[config.mk]
export PLATFORM = sky130hd
export DESIGN_NAME = tt_sweep
export DESIGN_NICKNAME = d
export VERILOG_FILES = /design/src/rtl/tt_sweep_pkg.sv /design/src/rtl/tt_sweep_sync2.sv /design/src/rtl/tt_sweep.sv
export SDC_FILE = /design/constraint.sdc
export NUM_CORES = 1
export LEC_CHECK = 0
export BUFFER_PORTS_ARGS = -buffer_cell sky130_fd_sc_hd__buf_2
export CAP_MARGIN = 20
export CORE_MARGIN = 2
export CORE_UTILIZATION = 56
export CTS_CLUSTER_DIAMETER = 50
export DETAILED_ROUTE_END_ITERATION = 10
export GPL_ROUTABILITY_DRIVEN = 0
export PLACE_DENSITY = 0.88
export RECOVER_POWER = 25
export SETUP_SLACK_MARGIN = 0.3
export SLEW_MARGIN = 20
export SYNTH_ARGS = -nofsm -noshare
export SYNTH_HDL_FRONTEND = slang
export SYNTH_SLANG_ARGS = --single-unit
[constraint.sdc]
create_clock -name clk -period 4 [get_ports clk]
set_clock_uncertainty 0.15 [all_clocks]
set_input_delay 0.4 -clock clk [delete_from_list [all_inputs] [get_ports clk]]
set_output_delay 0.4 -clock clk [all_outputs]
set_load 0.005 [all_outputs]
[src/rtl/tt_sweep_pkg.sv]
// Shared types and constants for the tt_sweep truth-table sequencer.
// Optional feature macro used by the top: TT_SWEEP_SYNC_EN.
package tt_sweep_pkg;

  typedef enum logic [1:0] {
    TT_IDLE  = 2'd0,
    TT_DRIVE = 2'd1,
    TT_DONE  = 2'd2
  } tt_state_e;

  localparam int TT_NUM_VEC = 8;
  localparam int TT_IDX_W   = 3;
  localparam int TT_WORD_W  = 8;

  // Append one sample at the LSB so the first vector ends up at the MSB.
  function automatic logic [TT_WORD_W-1:0] tt_shift(input logic [TT_WORD_W-1:0] word,
                                                    input logic                 bit_in);
    return {word[TT_WORD_W-2:0], bit_in};
  endfunction

endpackage

[src/rtl/tt_sweep_sync2.sv]
// Two-flop synchronizer, async active-low reset to 0.
module tt_sync2 (
  input  logic clk,
  input  logic rst_n,
  input  logic d,
  output logic q
);

  logic meta_r;
  logic sync_r;

  // Synchronizer chain
  always_ff @(posedge clk or negedge rst_n) begin
    if (!rst_n) begin
      meta_r <= 1'b0;
      sync_r <= 1'b0;
    end else begin
      meta_r <= d;
      sync_r <= meta_r;
    end
  end

  assign q = sync_r;

endmodule

[src/rtl/tt_sweep.sv]
// Truth-table sequencer: drives all 8 vectors into a 3-input block and assembles its output word.
// Define TT_SWEEP_SYNC_EN to pass out_i through a 2-flop synchronizer before sampling.
module tt_sweep
  import tt_sweep_pkg::*;
#(
  parameter int              SETTLE_CYCLES = 4,
  parameter logic [7:0]      EXPECTED      = 8'hA9
) (
  input  logic       clk,
  input  logic       rst_n,
  input  logic       start,
  input  logic       out_i,
  output logic       in1,
  output logic       in2,
  output logic       in3,
  output logic       busy,
  output logic       done,
  output logic       pass,
  output logic [7:0] tt_word
);

  localparam int              CNT_W      = (SETTLE_CYCLES > 2) ? $clog2(SETTLE_CYCLES) : 1;
  localparam logic [CNT_W-1:0] CNT_RELOAD = CNT_W'(SETTLE_CYCLES - 1);
  localparam logic [TT_IDX_W-1:0] IDX_LAST = TT_IDX_W'(TT_NUM_VEC - 1);

  tt_state_e               state_r, state_s;
  logic [TT_IDX_W-1:0]     idx_r, idx_s;
  logic [CNT_W-1:0]        cnt_r, cnt_s;
  logic [TT_WORD_W-1:0]    word_r, word_s;
  logic                    busy_r, busy_s;
  logic                    done_r, done_s;
  logic                    pass_r, pass_s;
  logic                    sample_s;

  if (SETTLE_CYCLES < 1) begin : g_bad_settle
    $error("tt_sweep: SETTLE_CYCLES must be >= 1");
  end

`ifdef TT_SWEEP_SYNC_EN
  // The synchronizer eats two cycles of each hold, so shorter holds would sample stale data.
  if (SETTLE_CYCLES < 3) begin : g_bad_settle_sync
    $error("tt_sweep: SETTLE_CYCLES must be >= 3 with TT_SWEEP_SYNC_EN");
  end

  tt_sync2 u_sync (
    .clk   (clk),
    .rst_n (rst_n),
    .d     (out_i),
    .q     (sample_s)
  );
`else
  assign sample_s = out_i;
`endif

  // Sequencer state and registered outputs
  always_ff @(posedge clk or negedge rst_n) begin
    if (!rst_n) begin
      state_r <= TT_IDLE;
      idx_r   <= '0;
      cnt_r   <= '0;
      word_r  <= '0;
      busy_r  <= 1'b0;
      done_r  <= 1'b0;
      pass_r  <= 1'b0;
    end else begin
      state_r <= state_s;
      idx_r   <= idx_s;
      cnt_r   <= cnt_s;
      word_r  <= word_s;
      busy_r  <= busy_s;
      done_r  <= done_s;
      pass_r  <= pass_s;
    end
  end

  // Next-state and next-output logic
  always_comb begin
    state_s = state_r;
    idx_s   = idx_r;
    cnt_s   = cnt_r;
    word_s  = word_r;
    busy_s  = busy_r;
    done_s  = done_r;
    pass_s  = pass_r;
    case (state_r)
      TT_IDLE, TT_DONE: begin
        if (start) begin
          state_s = TT_DRIVE;
          idx_s   = '0;
          cnt_s   = CNT_RELOAD;
          word_s  = '0;
          busy_s  = 1'b1;
          done_s  = 1'b0;
          pass_s  = 1'b0;
        end else begin
          state_s = state_r;
        end
      end
      TT_DRIVE: begin
        if (cnt_r == '0) begin
          word_s = tt_shift(word_r, sample_s);
          if (idx_r == IDX_LAST) begin
            // Vector returns to 000 so the block is left in a known input state.
            state_s = TT_DONE;
            idx_s   = '0;
            busy_s  = 1'b0;
            done_s  = 1'b1;
            pass_s  = (word_s == EXPECTED);
          end else begin
            idx_s = idx_r + TT_IDX_W'(1);
            cnt_s = CNT_RELOAD;
          end
        end else begin
          cnt_s = cnt_r - CNT_W'(1);
        end
      end
      default: begin
        state_s = TT_IDLE;
        idx_s   = '0;
        cnt_s   = '0;
        word_s  = '0;
        busy_s  = 1'b0;
        done_s  = 1'b0;
        pass_s  = 1'b0;
      end
    endcase
  end

  assign {in1, in2, in3} = idx_r;
  assign busy            = busy_r;
  assign done            = done_r;
  assign pass            = pass_r;
  assign tt_word         = word_r;

endmodule
---- Word level (Yosys, flattened, before mapping) ----
Index checks and enable logic that the tools add are counted.
word-level totals
  flip-flop bits (word level) ............. 18
  latch bits .............................. 0
  RAM bits ................................ 0
  ROM bits ................................ 0
  memories kept ........................... 0
operators by class
  add/subtract/negate cells ............... 2
  $mul .................................... 0
  div/mod/pow operators ................... 0
  order comparisons ....................... 0
  equal/unequal tests ..................... 8
  shift-type cells ........................ 0
  muxes and demuxes ....................... 26
  bitwise operators ....................... 0
  reduce and logical (&&, ||, !) cells .... 6
operators by type and width
  operator             count
  $mux 8               2
  $pmux 8 s2           1
  $mux 2               6
  $mux 3               3
  $eq 8x8->1 const B   1
  $mux 1               8
  $pmux 2 s2           2
  $ne 2x2->1 const B   3
  $pmux 1 s2           3
  $pmux 3 s2           1
  $logic_not 2->1      2
  $reduce_and 2->1     2
  $add 3x1->3 const B  1
  $eq 3x3->1 const B   1
  $ne 3x3->1 const B   1
  $reduce_and 3->1     1
  $eq 2x1->1 const B   1
  $eq 2x2->1 const B   1
  $reduce_or 2->1      1
  $sub 2x1->2 const B  1

---- Longest topological paths before layout ----
Gate-level depths: netlist (run 1).
  depth after elaboration ................. 4
  mapped depth ............................ 6
  mapped depth without buffers ............ 5

---- Worst setup path after synthesis (run 1) ----
No wires, ideal clock.
  path kind ............................... flip-flop to flip-flop
  start point ............................. register idx_r[1]
  end point ............................... register cnt_r[0]
  arrival ................................. 1.363 ns
  data required time ...................... 3.771 ns
  slack ................................... 2.407 ns
  cell stages (with the launch flop) ...... 7
  buffers on the path ..................... 1
  clock period less this slack ............ 1.593 ns
  cell sequence ........................... dfrtp_1 > ha_1 > ha_1 > and2_1 > clkbuf_1 > a21oi_1 > a2bb2oi_1
on the way
  word-level cells in the longest chain between the ends .. 3
ends and longest elaborated chain
  element                            line             text
  start: declaration                 tt_sweep.sv:27   logic [TT_IDX_W-1:0] idx_r, idx_s;
  start signal: assignment           tt_sweep.sv:67   idx_r <= idx_s;
  $eq 3x3->1                         tt_sweep.sv:102  if (idx_r == IDX_LAST) begin
  $ne 3x3->1 (no source line)        --
  $reduce_and 2->1 (no source line)  --
  end signal: assignment             tt_sweep.sv:68   cnt_r <= cnt_s;
  end: declaration                   tt_sweep.sv:28   logic [CNT_W-1:0] cnt_r, cnt_s;
No other way between the ends.
A chain may end at the register's enable or synchronous reset.

---- Final worst setup path (run 1) ----
  start point ............................. register cnt_r[0]
  end point ............................... register idx_r[0]
on the way
  word-level cells in the longest chain between the ends .. 3
ends and longest elaborated chain
  element                            line             text
  $logic_not 2->1                    tt_sweep.sv:100  if (cnt_r == '0) begin
  $ne 2x2->1 (no source line)        --
  $reduce_and 2->1 (no source line)  --
No other way between the ends.

==> results of run 1 <==
-- state kept, by name (all words and copies together) (netlist names) --
| signal | flops |
|---|---|
| busy | 1 |
| state_r | 1 |
| tt_word | 8 |
| idx_r | 3 |
| pass | 1 |
| cnt_r | 2 |
| done | 1 |
-- metal layers --
| layer | GRT usage | vias to the layer above |
|---|---|---|
| li1 | - | 323 |
| met1 | 0.263 | 324 |
| met2 | 0.304 | 18 |
| met3 | 0.0426 | 5 |
| met4 | 0.109 | 0 |
| met5 | 0 | - |
-- cell usage after synthesis, types with 2 or more instances --
cell type / instances / share of area
inv_1: 13 / 0.057
dfrtp_1: 17 / 0.50
nand2_1: 2 / 0.0087
o22ai_1: 2 / 0.015
ha_1: 3 / 0.044
nor2_1: 2 / 0.0087
nand4b_1: 10 / 0.10
o21ai_0: 11 / 0.064
clkbuf_1: 4 / 0.017
buf_6: 2 / 0.026
-- logic make-up after synthesis --
kind of cell    synth area share
compound gates             0.152
simple gates               0.178
buf+inv                    0.101
flops                      0.496
fa+ha+maj                 0.0437
mux                       0.0306
-- power groups by stage --
stage	clock (mW)	sequential, mW	combinational (mW)
floorplan	0	0.280	0.209
global placement	0	0.300	0.238
detailed placement	0	0.304	0.249
CTS	0.0944	0.299	0.251
global route	0.0985	0.310	0.284
finish	0.0929	0.300	0.250
-- cell type report --
| type | count | area share |
|---|---|---|
| clock buffer | 4 | 0.0273 |
| timing repair buffer | 18 | 0.0977 |
| inverter | 13 | 0.0508 |
| multi-input combinational | 46 | 0.361 |
| tap | 16 | 0.0208 |
| sequential | 17 | 0.443 |
-- through the flow --
step / hold slack [ns] / util
floorplan: -0.0456 / -
global placement: 0.182 / 0.629
detailed placement: 0.190 / 0.629
CTS: 0.232 / 0.654
global route: 0.232 / 0.653
finish: 0.237 / 0.653
-- tightest hold or removal path: stages --
cell     delay, ns
buf_2         0.13
inv_1         0.05
o22ai_1       0.07
-- final timing paths --
kind                                           start                endpoint  slack (ns)
worst max-delay path            cnt_r[0]$_DFFE_PN0P_    idx_r[0]$_DFFE_PN0P_        2.09
worst min-delay path                           start  state_r[0]$_DFFE_PN0P_        0.24
worst max register to register  cnt_r[0]$_DFFE_PN0P_    idx_r[0]$_DFFE_PN0P_        2.09
worst min register to register  cnt_r[1]$_DFFE_PN0P_    cnt_r[1]$_DFFE_PN0P_        0.35
max in group asynchronous                      rst_n  tt_word[0]$_DFFE_PN0P_        2.57
min in group asynchronous                      rst_n    idx_r[2]$_DFFE_PN0P_        0.59
==> impl_metrics.ini, run 1 <==
[power]
max-vdd-ir-drop_uv = 408
p_leak_nw = 0.462
p_switching_uw = 251
p_sw_frac = 0.390
power_frac_clock = 0.145
p_int_uw = 392
p_seq_frac = 0.467
power_uw = 642
pwr-share-comb = 0.389
p_per_area_nw_per_um2 = 668

[routing]
met2_wirelength_um = 803
highest_layer = met4
first_iter_violations = 6
wl_per_cell_um = 14.5
route.detailed.drc = 0
first_pass_iters = 4
wl_met1_um = 746
via_per_inst = 5.88
drtAntennaViolNets = 0
wirelength_um = 1650
wl_met3_um = 68
vias = 670

[cells_and_area]
layout_common_cells = dfrtp_1 (17), buf_2 (16), inv_1 (13)
finalNonFillerCells = 114
fin_nets = 106
final_common_cell = dfrtp_1
nFillCells = 121
drive_above_1_share = 0.224
final_area_um2 = 961
multiInputGateArea_um2 = 347
area_delta_synth_final_pct = 12.0
antenna_cells = 0
seq_area_um2 = 425

[synth]
ys_warn_count = 0
synth_cells = 82
syn_avg_cell_area_um2 = 10.5
ys_types = 26
synth-main-ff-cell = dfrtp_1
ys_ff_latch = 17
ys_async_sr_fraction = 1.00
synth_edf_count = 0
syn_nets = 89
yosysSeqAreaShare = 0.496
syn_area_um2 = 858

[sta]
worst_pin_slew_ns = 0.895
relSlewSlack = 0.403
drv_slew = 0
setup_viol = 0
period_needed_ns = 1.91
fin_crit_sh = 0.477
hold_violations = 0
rsz0062_at_grt = false
setup_slack_ns = 2.09
fmax_ghz = 0.524
tns_ns = 0

[setup_path]
path_class = flop to flop
crit_slowest_cell = ha_1
cp_cell_sequence = inv_1 -> ha_1 -> o22a_1 -> mux2_2
crit_required_ns = 4.04
critPathArrivalTime_ns = 1.95
critPathMaxStageDelay_ns = 0.42
reg2reg_depth = 4
crit_buf_inv = 1
cp.depth = 4
path_max_fanout = 13
crit_family = adder cells
critPathLaunchType = flop
worstSetupEndpointType = flop

[die]
dieHeight_um = 43.2
fp.coreArea_um2 = 1470
start_util = 0.583
num_rows = 14
dieArea_um2 = 1860
die_w_um = 43.2
ios = 18

[worst_hold_path]
min_path_type = input pin to flop
hold_depth = 3

[clock_network]
cts.sinks = 17
cts_setup_buffers = 0
cts_tree = yes
cts_hold_buf = 1
clock_path_buffers = 2
htreeDepth = 1
clk_pin_slew_worst_paths_ns = 0.09
clockRootBuffer = clkbuf_4
clk_latency_ns = 0.29
cts_resized = 0
numCtsBuffers = 3

[outcome]
status = finished clean

[placement]
pre_cts_ws_ns = 2.13
placement.io_buffers = 17
dp_cells = 109
postPlaceCellArea_um2 = 926
dpl.hpwl_um = 1160

[global_route]
grt_max_degree = 21
antenna_found_initial = 0
grt_overflow_total = 0
grtUsageTotal = 0.200
grt_pass1_wl_um = 2670
grt_pass1_vias = 594

[job]
max_cap_violations = 0
No activity file was read; power rests on OpenSTA's default activity.
==> inputs of run 2 (changes only) <==
--- a/config.mk
+++ b/config.mk
@@ -5,14 +5,15 @@
 export SDC_FILE = /design/constraint.sdc
 export NUM_CORES = 1
 export LEC_CHECK = 0
+export ABC_AREA = 1
 export BUFFER_PORTS_ARGS = -buffer_cell sky130_fd_sc_hd__buf_2
 export CAP_MARGIN = 20
 export CORE_MARGIN = 2
-export CORE_UTILIZATION = 56
+export CORE_UTILIZATION = 46
 export CTS_CLUSTER_DIAMETER = 50
 export DETAILED_ROUTE_END_ITERATION = 10
 export GPL_ROUTABILITY_DRIVEN = 0
-export PLACE_DENSITY = 0.88
+export PLACE_DENSITY = 0.79
 export RECOVER_POWER = 25
 export SETUP_SLACK_MARGIN = 0.3
 export SLEW_MARGIN = 20
==> constraint.sdc (replaced) <==
create_clock -name clk -period 1.6 [get_ports clk]
set_clock_uncertainty 0.15 [all_clocks]
set_input_delay 0.16 -clock clk [delete_from_list [all_inputs] [get_ports clk]]
set_output_delay 0.16 -clock clk [all_outputs]
set_load 0.005 [all_outputs]
==> run 2 against run 1 <==
  * Utilization increased by 9.6 points
  * First-iteration DRC count increased by 120%
  * Hold slack got worse by 0.16 ns
  * Wire length increased by 26%
  * Synthesized area decreased by 1.9%
  * Non-clock buffer count increased by 15
  * Sequential share of layout area decreased by 11 points
  * Power increased to 4.0 times the previous value
  * Clock power increased to 2.5 times the previous value
  * Critical path type unchanged
  * Largest cell class is now multi-input gates
==> impl_metrics.ini, run 2 <==
[sta]
period_needed_ns = 1.40
setup_viol = 0
relSlewSlack = 0.391
tns_ns = 0
worst_pin_slew_ns = 0.913
drv_slew = 0
fin_crit_sh = 0.875
fmax_ghz = 0.714
hold_violations = 0
rsz0062_at_grt = true

[synth]
synth_top_area_frac = 0.505
syn_nets = 104
synthTopCellsByArea = dfrtp_1 (51%), nand2_1 (15%), o21ai_2 (9.4%)
synth-main-ff-cell = dfrtp_1
syn_avg_cell_area_um2 = 8.68
synth.most_common_cell = nand2_1
synth_commonest_cells = nand2_1 (34), dfrtp_1 (17), nor2_1 (12), o21ai_2 (9), inv_1 (8)
ys_async_sr_fraction = 1.00
ys_types = 16
yosysTopAreaCell = dfrtp_1
yosysSeqAreaShare = 0.505
synth_edf_count = 0
ys_warn_count = 0
ys_ff_latch = 17
syn_area_um2 = 842
synth_cells = 97

[setup_path]
worstSetupEndpointType = flop
path_class = flop to flop
critPathArrivalTime_ns = 1.47
crit_required_ns = 1.67
critPathLaunchType = flop
path_max_fanout = 8

[die]
num_rows = 15
dieHeight_um = 46.8
start_util = 0.488
dieArea_um2 = 2190
fp.coreArea_um2 = 1730
die_w_um = 46.8
ios = 18

[global_route]
grt_max_degree = 18
grt_overflow_total = 0
grtUsageTotal = 0.191
grt_pass1_vias = 717
grt_pass1_wl_um = 2930
antenna_found_initial = 0

[placement]
dpl.hpwl_um = 1220
placement.io_buffers = 17
postPlaceCellArea_um2 = 981

[cells_and_area]
layout_common_cells = nand2_1 (19), dfrtp_1 (16), buf_2 (15)
fin_nets = 139
antenna_cells = 0
area_delta_synth_final_pct = 53.6
nFillCells = 137
final_common_cell = nand2_1
drive_above_1_share = 0.573
final_area_um2 = 1290
largest_reg_flops = 8

[power]
p_per_area_nw_per_um2 = 2000
max-vdd-ir-drop_uv = 1000
power_mw = 2.58
p_leak_nw = 0.672

[outcome]
status = finished clean

[worst_hold_path]
min_path_type = input pin to flop

[clock_network]
clk_latency_ns = 0.29
htreeDepth = 1
cts_tree = yes
clk_pin_slew_worst_paths_ns = 0.10
numCtsBuffers = 3
clockRootBuffer = clkbuf_4
clock_path_buffers = 2
cts.sinks = 17

[job]
max_cap_violations = 0

[routing]
first_iter_violations = 13
first_pass_iters = 4
drtAntennaViolNets = 0
wl_per_cell_um = 13.3
route.detailed.drc = 0
wirelength_um = 2080
vias = 780
via_per_inst = 5.00
==> run 2: cell types whose count changed after synthesis, sizes merged, moves of 2 or more <==
cell / delta
clkbuf: -4
inv: -3
mux2: -2
nand2: +33
nand4b: -10
nor2: +10
o21ai: +3
==> run 2: area by class of cell <==
type,instances,area (um2),share of cell area
Multi-Input combinational cell,67,497,0.384
Sequential cell,17,427,0.330
Inverter,10,37.5,0.0290
Tap cell,25,31.3,0.0242
Timing Repair Buffer,33,274,0.212
Clock buffer,3,22.5,0.0174
Clock inverter,1,5.00,0.00387
==> run 2: worst paths after layout <==
kind / slack [ns] / cells after the start / endpoint / from
worst max-delay path: 0.20 / 7 / tt_word[3]$_DFFE_PN0P_ / state_r[0]$_DFFE_PN0P_
worst min-delay path: 0.08 / 4 / cnt_r[1]$_DFFE_PN0P_ / start
worst max register to register: 0.20 / 7 / tt_word[3]$_DFFE_PN0P_ / state_r[0]$_DFFE_PN0P_
worst min register to register: 0.34 / 2 / pass$_DFFE_PN0P_ / pass$_DFFE_PN0P_
max in group asynchronous: 0.33 / 2 / state_r[0]$_DFFE_PN0P_ / rst_n
min in group asynchronous: 0.36 / 2 / done$_DFFE_PN0P_ / rst_n
==> run 2: kinds of logic (layout without fill, tap and decap cells) <==
| kind of cell | count (synthesis) | in the layout | synth area share |
|---|---|---|---|
| simple gates | 49 | 49 | 0.226 |
| flops | 17 | 17 | 0.505 |
| compound gates | 15 | 15 | 0.144 |
| buf+inv | 13 | 47 | 0.0802 |
| fa+ha+maj | 3 | 3 | 0.0446 |
==> run 2: timing repair <==
action / in CTS / in global routing
cloned: 1 / 0
hold buffers: 2 / 0
endpoints found under the setup margin: 16 / 18
pin swaps: 4 / 6
hold endpoints to repair: 18 / 0
buffers inserted: 7 / 3
resized for setup: 18 / 31
==> run 2: stage by stage <==
stage                     hold WS, ns   util  worst slack [ns]  cells
after floorplan                -0.286      -             0.224     97
after global placement        -0.0478  0.568             0.213    139
after detailed placement      -0.0506  0.568             0.144    139
after CTS                      0.0436  0.672             0.197    153
after global routing           0.0706  0.749             0.136    156
final                          0.0769  0.749             0.199    156
==> run 2: critical path, stage by stage (launching register included) <==
cell	delay, ns
dfrtp_2	0.48
nor2_4	0.15
inv_2	0.09
o21ai_4	0.09
buf_6	0.13
buf_12	0.13
nand2_4	0.05
o21ai_4	0.05
==> run 2: report_power, final <==
| group | switching, mW | internal, mW | total [mW] |
|---|---|---|---|
| sequential | 0.153 | 0.573 | 0.726 |
| combinational | 0.792 | 0.832 | 1.62 |
| clock | 0.140 | 0.0930 | 0.233 |
| total | 1.09 | 1.50 | 2.58 |
==> run 2: per-layer routing <==
| metal | track usage | vias to the layer above | part of all wire |
|---|---|---|---|
| li1 | - | 371 | - |
| met5 | 0 | - | 0 |
| met2 | 0.318 | 20 | 0.56 |
| met4 | 0.0833 | 0 | 0.011 |
| met1 | 0.244 | 385 | 0.40 |
| met3 | 0.0346 | 4 | 0.031 |
